`src/rtl/nibble_serial_addsub_sequencer.sv`:
```
// Sequencer that performs an 8-bit add or subtract as two nibble passes
// through an external 4-bit carry-lookahead adder stage.
//
// Ports:
//   clk, rst                 clock, synchronous active-high reset
//   in_valid / in_ready      operation request handshake (op_a, op_b, op_sub)
//   nib_a, nib_b, nib_cin    operands driven to the external adder stage
//   nib_sum, nib_cout        combinational response from the adder stage
//   out_valid / out_ready    result handshake
//   result, carry, zero,
//   negative, overflow       8-bit result and C/Z/N/V flags
//
// state  | meaning
// IDLE   | ready for a new operation
// LOW    | low nibble in the adder stage
// HIGH   | high nibble in the adder stage, flags resolved
// DONE   | result presented, waiting for out_ready

module nibble_serial_addsub_sequencer (
   input  logic       clk,
   input  logic       rst,
   input  logic       in_valid,
   output logic       in_ready,
   input  logic [7:0] op_a,
   input  logic [7:0] op_b,
   input  logic       op_sub,
   output logic [3:0] nib_a,
   output logic [3:0] nib_b,
   output logic       nib_cin,
   input  logic [3:0] nib_sum,
   input  logic       nib_cout,
   output logic       out_valid,
   input  logic       out_ready,
   output logic [7:0] result,
   output logic       carry,
   output logic       zero,
   output logic       negative,
   output logic       overflow
);

   typedef enum logic [1:0] {
      S_IDLE = 2'd0,
      S_LOW  = 2'd1,
      S_HIGH = 2'd2,
      S_DONE = 2'd3
   } state_t;

   state_t     state_q, state_d;
   logic [7:0] a_q, a_d;
   logic [7:0] beff_q, beff_d;
   logic       c0_q, c0_d;
   logic       c4_q, c4_d;
   logic [7:0] result_q, result_d;
   logic       carry_q, carry_d;
   logic       zero_q, zero_d;
   logic       negative_q, negative_d;
   logic       overflow_q, overflow_d;

   always_ff @(posedge clk) begin
      if (rst) begin
         state_q    <= S_IDLE;
         a_q        <= 8'h00;
         beff_q     <= 8'h00;
         c0_q       <= 1'b0;
         c4_q       <= 1'b0;
         result_q   <= 8'h00;
         carry_q    <= 1'b0;
         zero_q     <= 1'b0;
         negative_q <= 1'b0;
         overflow_q <= 1'b0;
      end else begin
         state_q    <= state_d;
         a_q        <= a_d;
         beff_q     <= beff_d;
         c0_q       <= c0_d;
         c4_q       <= c4_d;
         result_q   <= result_d;
         carry_q    <= carry_d;
         zero_q     <= zero_d;
         negative_q <= negative_d;
         overflow_q <= overflow_d;
      end
   end

   always_comb begin
      state_d    = state_q;
      a_d        = a_q;
      beff_d     = beff_q;
      c0_d       = c0_q;
      c4_d       = c4_q;
      result_d   = result_q;
      carry_d    = carry_q;
      zero_d     = zero_q;
      negative_d = negative_q;
      overflow_d = overflow_q;
      case (state_q)
         S_IDLE: begin
            if (in_valid) begin
               a_d     = op_a;
               // Subtract is A + ~B + 1: invert B here, the +1 rides in on c0.
               beff_d  = op_sub ? ~op_b : op_b;
               c0_d    = op_sub;
               state_d = S_LOW;
            end
         end
         S_LOW: begin
            result_d[3:0] = nib_sum;
            c4_d          = nib_cout;
            state_d       = S_HIGH;
         end
         S_HIGH: begin
            result_d[7:4] = nib_sum;
            carry_d       = nib_cout;
            zero_d        = ({nib_sum, result_q[3:0]} == 8'h00);
            negative_d    = nib_sum[3];
            overflow_d    = (a_q[7] == beff_q[7]) && (nib_sum[3] != a_q[7]);
            state_d       = S_DONE;
         end
         S_DONE: begin
            if (out_ready) begin
               state_d = S_IDLE;
            end
         end
         default: state_d = S_IDLE;
      endcase
   end

   // Outputs depend only on registered state, never on in_valid/out_ready.
   always_comb begin
      in_ready  = 1'b0;
      out_valid = 1'b0;
      nib_a     = 4'h0;
      nib_b     = 4'h0;
      nib_cin   = 1'b0;
      case (state_q)
         S_IDLE: in_ready = 1'b1;
         S_LOW: begin
            nib_a   = a_q[3:0];
            nib_b   = beff_q[3:0];
            nib_cin = c0_q;
         end
         S_HIGH: begin
            nib_a   = a_q[7:4];
            nib_b   = beff_q[7:4];
            nib_cin = c4_q;
         end
         S_DONE: out_valid = 1'b1;
         default: in_ready = 1'b0;
      endcase
   end

   assign result   = result_q;
   assign carry    = carry_q;
   assign zero     = zero_q;
   assign negative = negative_q;
   assign overflow = overflow_q;

endmodule

```
`config.mk`:
```
export PLATFORM = sky130hd
export DESIGN_NAME = nibble_serial_addsub_sequencer
export DESIGN_NICKNAME = d
export VERILOG_FILES = /design/src/rtl/nibble_serial_addsub_sequencer.sv
export SDC_FILE = /design/constraint.sdc
export NUM_CORES = 1
export LEC_CHECK = 0
export BUFFER_PORTS_ARGS = -buffer_cell sky130_fd_sc_hd__buf_2
export CORE_UTILIZATION = 45
export CTS_CLUSTER_SIZE = 14
export DETAILED_ROUTE_END_ITERATION = 10
export HOLD_SLACK_MARGIN = 0.12
export PLACE_DENSITY = 0.73
export SYNTH_ARGS = -nofsm -noshare
export SYNTH_HDL_FRONTEND = slang
export SYNTH_SLANG_ARGS = --single-unit
```
`constraint.sdc`:
```
create_clock -name clk -period 3.62 [get_ports clk]
set_input_delay 1.086 -clock clk [delete_from_list [all_inputs] [get_ports clk]]
set_output_delay 1.086 -clock clk [all_outputs]
set_load 0.02 [all_outputs]
```
==> flow_metrics.env, run 1 <==
export IMPL_boundaryPins=49
export IMPL_cts_path_max_buffers=2
export IMPL_maxSlewViolCount=0
export IMPL_initialDrtViolationCount=45
export IMPL_cp_cell_sequence="inv_1, ha_1, buf_4, a22oi_1, nor2b_1, buf_2"
export IMPL_grt_pass1_vias=1204
export IMPL_multiInputGateArea_um2=732
export IMPL_cp_max_fo=12
export IMPL_dieArea_um2=3420
export IMPL_setup_viol=0
export IMPL_fin_nets=234
export IMPL_drc_errors=0
export IMPL_grt_overflow=0
export IMPL_cts_made_buffers=5
export IMPL_hpwl_um=2130
export IMPL_drive_gt1_share_pct=29.4
export IMPL_cpPeakStageDelay_ns=0.37
export IMPL_first_pass_iters=4
export IMPL_hold_path_class="reg -> reg"
export IMPL_grt_first_pass_wirelength_um=4940
export IMPL_routed_wl_um=3000
export IMPL_synth_top_family_by_area="simple AND/OR/NAND/NOR gates"
export IMPL_root_buffer="clkbuf_4"
export IMPL_final_core_util_pct=57.8
export IMPL_dieWidth_um=58.5
export IMPL_setup_ws_ns=0.642
export IMPL_port_buffers=48
export IMPL_max_cap_violations=0
export IMPL_track_usage_pct=19.3
export IMPL_die_h_um=58.5
export IMPL_clk_latency_ns=0.33
export IMPL_worstMarginPinSlew_ns=0.872
export IMPL_fin_worst_skew_ns=0.00681
export IMPL_synth_edf_count=0
export IMPL_hold_buffers=0
export IMPL_required_ns=2.53
export IMPL_period_minus_slack_ns=2.98
export IMPL_leakagePower_nw=0.745
export IMPL_start_util_pct=47.4
export IMPL_syn_num_nets=189
export IMPL_clkSlewWorstSetupHoldPaths_ns=0.10
export IMPL_syn_to_final_growth_pct=22.0
export IMPL_cp_arrival_ns=1.89
export IMPL_dp_cells=240
export IMPL_placementRows=20
export IMPL_finalCritPeriodShare_pct=82.3
export IMPL_cp_top_family="buffers and inverters"
export IMPL_slew_limit_headroom_pct=41.9
export IMPL_fillerInstances=291
export IMPL_synth_area_mux_share_pct=6.98
export IMPL_ant_nets=0
export IMPL_yosys_area_share_simple_pct=19.3
export IMPL_ctsResizeCount=0
export IMPL_fmaxAchievable_ghz=0.336
export IMPL_synth_compound_area_share_pct=15.5
export IMPL_final_setup_tns_ns=0
export IMPL_critical_path_class="reg -> out"
export IMPL_h_tree_depth=2
export IMPL_netlist_area_um2=1430
export IMPL_rsz0062_at_grt="false"
export IMPL_gp_congestion=0.761
export IMPL_ys_ff_latch=31
export IMPL_synthFlopType="dfxtp_1"
export IMPL_cpMaxStageDelayCell="ha_1"
export IMPL_final_cell_count_no_fill=248
export IMPL_ys_types=26
export IMPL_regArea_um2=621
export IMPL_synthArstFlopShare_pct=0
export IMPL_core_um2=3030
export IMPL_yosys_warnings=0
export IMPL_worst_path_buf_inv=3
export IMPL_synth_seq_area_share_pct=43.3
export IMPL_start_kind="register"
export IMPL_finalHoldViolCount=0
export IMPL_dp_slack_ns=0.993
export IMPL_status="finished clean"
export IMPL_end_kind="primary output"
export IMPL_p_per_area_nw_per_um2=762
export IMPL_vias_per_cell=5.02
export IMPL_antenna_found_initial=0
export IMPL_syn_avg_cell_area_um2=9.08
export IMPL_post_cts_setup_buffer_count=0
export IMPL_syn_inst=158
export IMPL_wl_per_cell_um=12.1
export IMPL_ir_drop_mv=0.339
export IMPL_antennaDiodeCount=0
export IMPL_grt_max_degree=32
export IMPL_synth_fa_ha_area_share_pct=4.36
export IMPL_cts_sinks=31
export IMPL_vias=1244
export IMPL_synth_xor_area_share_pct=4.89
export IMPL_cts_tree="done"
==> path summary, 6_finish.rpt <==
path	start	slack (ns)	endpoint	cells after the start
worst max-delay path	state_q[0]$_SDFFE_PP0P_	0.64	nib_cin	6
worst min-delay path	a_q[0]$_SDFFE_PP0P_	0.46	a_q[0]$_SDFFE_PP0P_	2
worst max register to register	state_q[0]$_SDFFE_PP0P_	1.80	beff_q[0]$_SDFFE_PP0P_	5
worst min register to register	a_q[0]$_SDFFE_PP0P_	0.46	a_q[0]$_SDFFE_PP0P_	2
==> report_power, final <==
part | internal [mW] | total, mW | switching [mW] | leakage [nW]
sequential | 0.430 | 0.484 | 0.0544 | 0.254
combinational | 0.232 | 0.569 | 0.337 | 0.442
clock | 0.163 | 0.280 | 0.117 | 0.0482
==> flip-flops by register name (all words and copies together), names as in the netlist <==
name and cells:
a_q 8, beff_q 8, c0_q 1, c4_q 1, carry 1, overflow 1, result 8, state_q 2
zero 1
==> final cells by class <==
class	count	share of cell area [%]
repair buffers	49	14.2
inverters	2	0.429
multi-input cells	114	41.8
flip-flops and latches	31	35.5
clock buffers	6	2.93
clock inverters	2	2.00
well taps	44	3.15
==> cells in the final DEF, fill, tap and decap left out, drive strengths merged, types with 2 or more instances in the layout <==
| cell | n |
|---|---|
| a22oi | 9 |
| mux2i | 10 |
| nor4 | 2 |
| nor2 | 20 |
| dfxtp | 31 |
| clkbuf | 6 |
| a21oi | 12 |
| ha | 5 |
| nor3 | 2 |
| nor2b | 11 |
| a211oi | 9 |
| buf | 49 |
| inv | 2 |
| xnor2 | 8 |
| nand2 | 19 |
==> synth_stat cells (3+ instances only) <==
cell	count	area share, %
ha_1	5	4.4
nand2_1	19	5.0
nor2_1	20	5.2
mux2i_1	10	7.0
a21oi_1	12	4.2
nor2b_1	11	4.8
a211oi_1	6	3.1
xnor2_1	8	4.9
dfxtp_1	31	43
buf_4	4	2.1
a22oi_1	9	4.7
a211oi_2	3	2.6
==> worst min-delay path: stages, from the launching register on <==
cell	delay [ns]
dfxtp_1	0.32
nand2_1	0.05
a21oi_1	0.05
==> per-layer routing <==
layer  vias to the layer above  routed length [µm]  track usage, %
li1                        625                   -               -
met1                       567                1370            21.2
met2                        47                1370            35.0
met3                         5                 208            4.62
met4                         0                  48            9.18
met5                         -                   0               0
==> per-stage QoR <==
stage	hold WS (ns)	area, µm²	total power [mW]
floorplan	0.436	1430	0.946
global placement	0.443	1660	1.04
detailed placement	0.451	1660	1.06
CTS	0.464	1750	1.35
global route	0.479	1750	1.42
finish	0.464	1750	1.33
==> kinds of logic after synthesis <==
logic type | Yosys count
XOR/XNOR | 8
buffers and inverters | 13
multiplexers | 10
AND/OR/NAND/NOR | 59
AO/OA/AOI/OAI | 32
flip-flops | 31
adder cells (fa/ha/maj) | 5
No activity file was read; power rests on OpenSTA's default activity.
==> run 2: changes to the inputs <==
- CORE_UTILIZATION: 45 -> 44
- PLACE_DENSITY: 0.73 -> 0.74
- clock period: 3.62 -> 2.6 ns (I/O delays scaled with it)
==> run 2 against run 1 <==
  * Non-clock buffer count is 3 higher
  * Critical path type unchanged
  * First-iteration DRC count increased by 47%
  * Sequential cell count stayed put
  * Total power increased by 31%
  * Clock-buffer cell count is 1 higher
  * Global-route usage is 1.0 points lower
  * Largest power group unchanged
  * Wire length down 4.0%
  * Combinational power increased by 44%
  * Sequential power is 39% higher
  * Largest cell class unchanged
  * Via count down 2.3%
==> flow_metrics.env, run 2 (synthesis results as in run 1) <==
export IMPL_clkSlewWorstSetupHoldPaths_ns=0.09
export IMPL_fin_nets=237
export IMPL_worst_path_buf_inv=2
export IMPL_rsz0062_at_grt="false"
export IMPL_track_usage_pct=18.3
export IMPL_root_buffer="clkbuf_4"
export IMPL_vias=1215
export IMPL_cts_path_max_buffers=2
export IMPL_cp_top_family="adder cells"
export IMPL_ant_nets=0
export IMPL_final_common_cell="buf_2"
export IMPL_busiest_layer="met2"
export IMPL_setup_viol=0
export IMPL_h_tree_depth=2
export IMPL_hpwl_um=2040
export IMPL_cts_sinks=31
export IMPL_boundaryPins=49
export IMPL_clk_latency_ns=0.32
export IMPL_grt_pass1_vias=1084
export IMPL_drive_gt1_share_pct=30.0
export IMPL_fillerInstances=310
export IMPL_end_kind="primary output"
export IMPL_antennaDiodeCount=0
export IMPL_grt_use_met1_pct=23.8
export IMPL_antenna_found_initial=0
export IMPL_use_met3_pct=6.55
export IMPL_internal_power_mw=1.05
export IMPL_die_h_um=59.1
export IMPL_cp_cell_sequence="inv_1, ha_1, nor2b_1, buf_2"
export IMPL_start_util_pct=46.6
export IMPL_cts_tree="done"
export IMPL_gr_usage_met2_pct=28.1
export IMPL_dieArea_um2=3490
export IMPL_start_kind="register"
export IMPL_core_um2=3080
export IMPL_syn_to_final_growth_pct=21.2
export IMPL_slew_limit_headroom_pct=60.9
export IMPL_dieWidth_um=59.1
export IMPL_hold_path_class="reg -> reg"
export IMPL_fmaxAchievable_ghz=0.416
export IMPL_placementRows=20
export IMPL_ir_drop_mv=0.549
export IMPL_pwr_share_clk_pct=14.9
export IMPL_p_comb_share_pct=46.7
export IMPL_vias_per_cell=4.84
export IMPL_layout_common_cells="buf_2 (48), dfxtp_1 (31), nor2_1 (20)"
export IMPL_grt_overflow=0
export IMPL_cp_max_fo=10
export IMPL_fin_worst_skew_ns=0.00579
export IMPL_routed_wl_um=2880
export IMPL_wl_per_cell_um=11.5
export IMPL_port_buffers=48
export IMPL_critical_path_class="reg -> out"
export IMPL_final_setup_tns_ns=0
export IMPL_cp_arrival_ns=1.62
export IMPL_cpPeakStageDelay_ns=0.45
export IMPL_gp_congestion=0.762
export IMPL_first_pass_iters=4
export IMPL_status="finished clean"
export IMPL_fin_area_um2=1740
export IMPL_maxSlewViolCount=0
export IMPL_p_sw_share_pct=39.9
export IMPL_finalHoldViolCount=0
export IMPL_cpMaxStageDelayCell="ha_1"
export IMPL_finalCritPeriodShare_pct=92.5
export IMPL_leakagePower_nw=0.739
export IMPL_required_ns=1.82
export IMPL_grt_first_pass_wirelength_um=4800
export IMPL_switchingPower_mw=0.700
export IMPL_p_per_area_nw_per_um2=1010
export IMPL_power_frac_seq_pct=38.4
export IMPL_cts_made_buffers=5
export IMPL_hold_buffers=0
export IMPL_drc_errors=0
export IMPL_period_minus_slack_ns=2.40
export IMPL_max_cap_violations=0
export IMPL_place_area_um2=1690
export IMPL_grt_max_degree=32
export IMPL_initialDrtViolationCount=66
export IMPL_worstMarginPinSlew_ns=0.586
run 2: cell count changes in the layout (fill, tap and decap cells not counted):
| cell | before | now |
|---|---|---|
| clkbuf_8 | 1 | 0 |
| buf_4 | 1 | 4 |
| ha_1 | 5 | 4 |
| ha_2 | 0 | 1 |
| bufinv_16 | 1 | 0 |
| clkbuf_1 | 0 | 2 |
run 2: metrics by stage:
stage,util (%),power (mW),setup slack (ns),hold WS [ns],std cells
2_1_floorplan,-,1.32,0.550,0.436,158
3_3_place_gp,54.8,1.49,0.482,0.444,243
4_1_cts,56.4,1.76,0.108,0.461,251
3_5_place_dp,54.8,1.50,0.466,0.449,243
5_1_grt,56.5,1.89,0.0825,0.486,251
6_report,56.5,1.75,0.196,0.460,251
run 2: path summary, 6_finish.rpt:
kind                      startpoint                 endpoint  slack [ns]  cells after the start
max          state_q[1]$_SDFFE_PP0P_                 nib_a[3]        0.20                      4
min              a_q[3]$_SDFFE_PP0P_      a_q[3]$_SDFFE_PP0P_        0.46                      2
max reg2reg  state_q[1]$_SDFFE_PP0P_  state_q[1]$_SDFFE_PP0P_        1.10                      4
min reg2reg      a_q[3]$_SDFFE_PP0P_      a_q[3]$_SDFFE_PP0P_        0.46                      2
run 2: cell type report:
type                            count  area [µm²]  share of cell area (%)
Tap cell                           44        55.1                    3.17
Multi-Input combinational cell    114         734                    42.3
Clock inverter                      1        5.00                   0.288
Sequential cell                    31         621                    35.7
Timing Repair Buffer               52         270                    15.6
Clock buffer                        7        45.0                    2.59
Inverter                            2        7.51                   0.432
run 2: timing repair:
item	in CTS	in global routing
resized for setup	0	1
setup buffers	0	0
setup endpoints to repair	0	7
run 2: worst register-to-register path, delay by kind of cell (launching register included):
family	cells	cell delay, ns
and+or+nand+nor	1	0.38
adders and majority gates	1	0.45
AOI/OAI and AO/OA	1	0.13
DFF	1	0.39
buffers and inverters	1	0.09
run 2: routing by layer:
layer	routed length [µm]	vias up	part of all wire, %
li1	-	635	-
met1	1360	535	47
met2	1330	41	46
met3	161	4	5.6
met4	28	0	0.97
met5	0	-	0
run 2: power groups by stage:
stage / logic [mW] / clock network, mW / registers [mW]
after detailed placement: 0.819 / 0 / 0.683
final: 0.819 / 0.260 / 0.673
after global placement: 0.811 / 0 / 0.680
after CTS: 0.821 / 0.269 / 0.673
after floorplan: 0.601 / 0 / 0.715
after global routing: 0.905 / 0.297 / 0.692
==> run 3: changes to the inputs <==
- CORE_UTILIZATION: 44 -> 36
- PLACE_DENSITY: 0.74 -> unset
- TNS_END_PERCENT: unset -> 30
==> run 3 against run 2 <==
  * Combinational power down 0.6%
  * Cell count up 0.80%
  * Hold slack worse by 0.0054 ns
  * Register-to-register slack worse by 0.05 ns
  * Via count up 3.1%
  * Fmax down 0.31%
  * Clock-buffer cell count down 1
  * Cell area up 1.9%
  * Global-route usage down 1.6 points
  * Largest cell class unchanged
  * Total power up 6.1%
  * Sequential cell count unchanged
==> flow_metrics.env, run 3 (synthesis results as in run 1) <==
export IMPL_worstHoldPathCells=2
export IMPL_finalHoldViolCount=0
export IMPL_wl_per_cell_um=12.5
export IMPL_rr_startpoint="state_q[0]$_SDFFE_PP0P_"
export IMPL_track_usage_pct=16.7
export IMPL_root_buffer="clkbuf_8"
export IMPL_total_power_mw=1.86
export IMPL_internal_power_mw=1.15
export IMPL_syn_to_final_growth_pct=23.5
export IMPL_dieWidth_um=65.1
export IMPL_cpPeakStageDelay_ns=0.45
export IMPL_final_cell_count_no_fill=253
export IMPL_routed_wl_um=3150
export IMPL_antenna_found_initial=0
export IMPL_placementRows=22
export IMPL_setup_ws_ns=0.188
export IMPL_ff2ff_path_depth=5
export IMPL_place_area_um2=1680
export IMPL_end_kind="primary output"
export IMPL_h_tree_depth=2
export IMPL_fin_nets=236
export IMPL_worstMarginPinSlew_ns=0.597
export IMPL_slew_limit_headroom_pct=60.2
export IMPL_start_kind="register"
export IMPL_hold_buffers=0
export IMPL_cp_arrival_ns=1.63
export IMPL_core_um2=3740
export IMPL_grt_max_degree=32
export IMPL_cp_cell_sequence="inv_1, ha_1, a22oi_1, nor2b_1, buf_2"
export IMPL_boundaryPins=49
export IMPL_hpwl_um=2250
export IMPL_critical_path_class="reg -> out"
export IMPL_required_ns=1.82
export IMPL_dp_cells=246
export IMPL_p_per_area_nw_per_um2=1050
export IMPL_power_frac_seq_pct=36.3
export IMPL_cts_path_max_buffers=2
export IMPL_hold_path_class="reg -> reg"
export IMPL_die_h_um=65.1
export IMPL_final_setup_tns_ns=0
export IMPL_p_sw_share_pct=38.3
export IMPL_ctsResizeCount=0
export IMPL_fmaxAchievable_ghz=0.415
export IMPL_dp_slack_ns=0.455
export IMPL_reg2reg_slack_ns=1.05
export IMPL_p_comb_share_pct=43.8
export IMPL_post_cts_setup_buffer_count=0
export IMPL_clkSlewWorstSetupHoldPaths_ns=0.06
export IMPL_start_util_pct=38.3
export IMPL_hold_start="a_q[3]$_SDFFE_PP0P_"
export IMPL_cts_made_buffers=5
export IMPL_gp_congestion=0.739
export IMPL_finalCritPeriodShare_pct=92.8
export IMPL_drc_errors=0
export IMPL_leakagePower_nw=0.754
export IMPL_first_pass_iters=4
export IMPL_max_cap_violations=0
export IMPL_ir_drop_mv=0.599
export IMPL_switchingPower_mw=0.713
export IMPL_initialDrtViolationCount=34
export IMPL_pwr_share_clk_pct=19.9
export IMPL_port_buffers=48
export IMPL_cts_tree="done"
export IMPL_maxSlewViolCount=0
export IMPL_rsz0062_at_grt="false"
export IMPL_fin_area_um2=1770
export IMPL_clk_latency_ns=0.28
export IMPL_vias_per_cell=4.95
export IMPL_cts_sinks=31
export IMPL_holdWs_ns=0.454
export IMPL_fin_worst_skew_ns=0.00448
export IMPL_grt_first_pass_wirelength_um=5390
export IMPL_rr_endpoint="result[5]$_SDFFE_PP0N_"
export IMPL_setup_viol=0
export IMPL_layout_common_cells="buf_2 (48), dfxtp_1 (31), nor2_1 (20)"
export IMPL_cp_max_fo=12
export IMPL_status="finished clean"
export IMPL_drive_gt1_share_pct=29.8
export IMPL_min_to="a_q[3]$_SDFFE_PP0P_"
export IMPL_period_minus_slack_ns=2.41
export IMPL_ant_nets=0
export IMPL_antennaDiodeCount=0
export IMPL_vias=1253
export IMPL_grt_overflow=0
export IMPL_grt_pass1_vias=1204
export IMPL_cpMaxStageDelayCell="ha_1"
export IMPL_dieArea_um2=4240
export IMPL_final_common_cell="buf_2"
export IMPL_final_core_util_pct=47.3
## run 3: cell types whose count changed in the layout (fill, tap and decap cells not counted)
cell / change
clkbuf_1: -2
ha_2: -1
ha_1: +1
buf_4: -1
clkbuf_8: +6
clkbuf_4: -5
## run 3: layout make-up
cell class | count | area (µm²)
inverter | 2 | 7.51
multi-input combinational | 114 | 732
tap | 48 | 60.1
fill | 383 | 1970
sequential | 31 | 621
clock buffer | 6 | 82.6
timing repair buffer | 51 | 263
clock inverter | 1 | 5.00
## run 3: power by group through the flow
stage               registers (mW)  logic [mW]  clock network [mW]
floorplan                    0.715       0.601                   0
global placement             0.678       0.810                   0
detailed placement           0.682       0.826                   0
CTS                          0.674       0.831               0.384
global route                 0.688       0.911               0.409
finish                       0.675       0.814               0.370
## run 3: worst max path at each step
stage	endpoint	cells past startpoint	slack, ns	startpoint
after floorplan	nib_a[0]	5	0.55	state_q[1]$_SDFFE_PP0P_
after global placement	nib_cin	5	0.48	state_q[0]$_SDFFE_PP0P_
after CTS	nib_cin	5	0.15	state_q[0]$_SDFFE_PP0P_
final	nib_cin	5	0.19	state_q[0]$_SDFFE_PP0P_
after global routing	nib_cin	5	0.008	state_q[0]$_SDFFE_PP0P_
after detailed placement	nib_cin	5	0.46	state_q[0]$_SDFFE_PP0P_
## run 3: metal layers
layer  share of wire [%]  global-route usage (%)  vias up
met2                  47                    28.4       41
met5                   0                       0        -
li1                    -                       -      629
met3                 6.1                    4.51        8
met1                  45                    19.4      575
met4                 1.8                    8.15        0
## run 3: worst max-delay path: cells and delay by family, from the launching register on
kind            cells  cell delay, ns
compound gates      1            0.16
flops               1            0.32
fa+ha+maj           1            0.45
buf+inv             2            0.29
simple gates        1            0.14
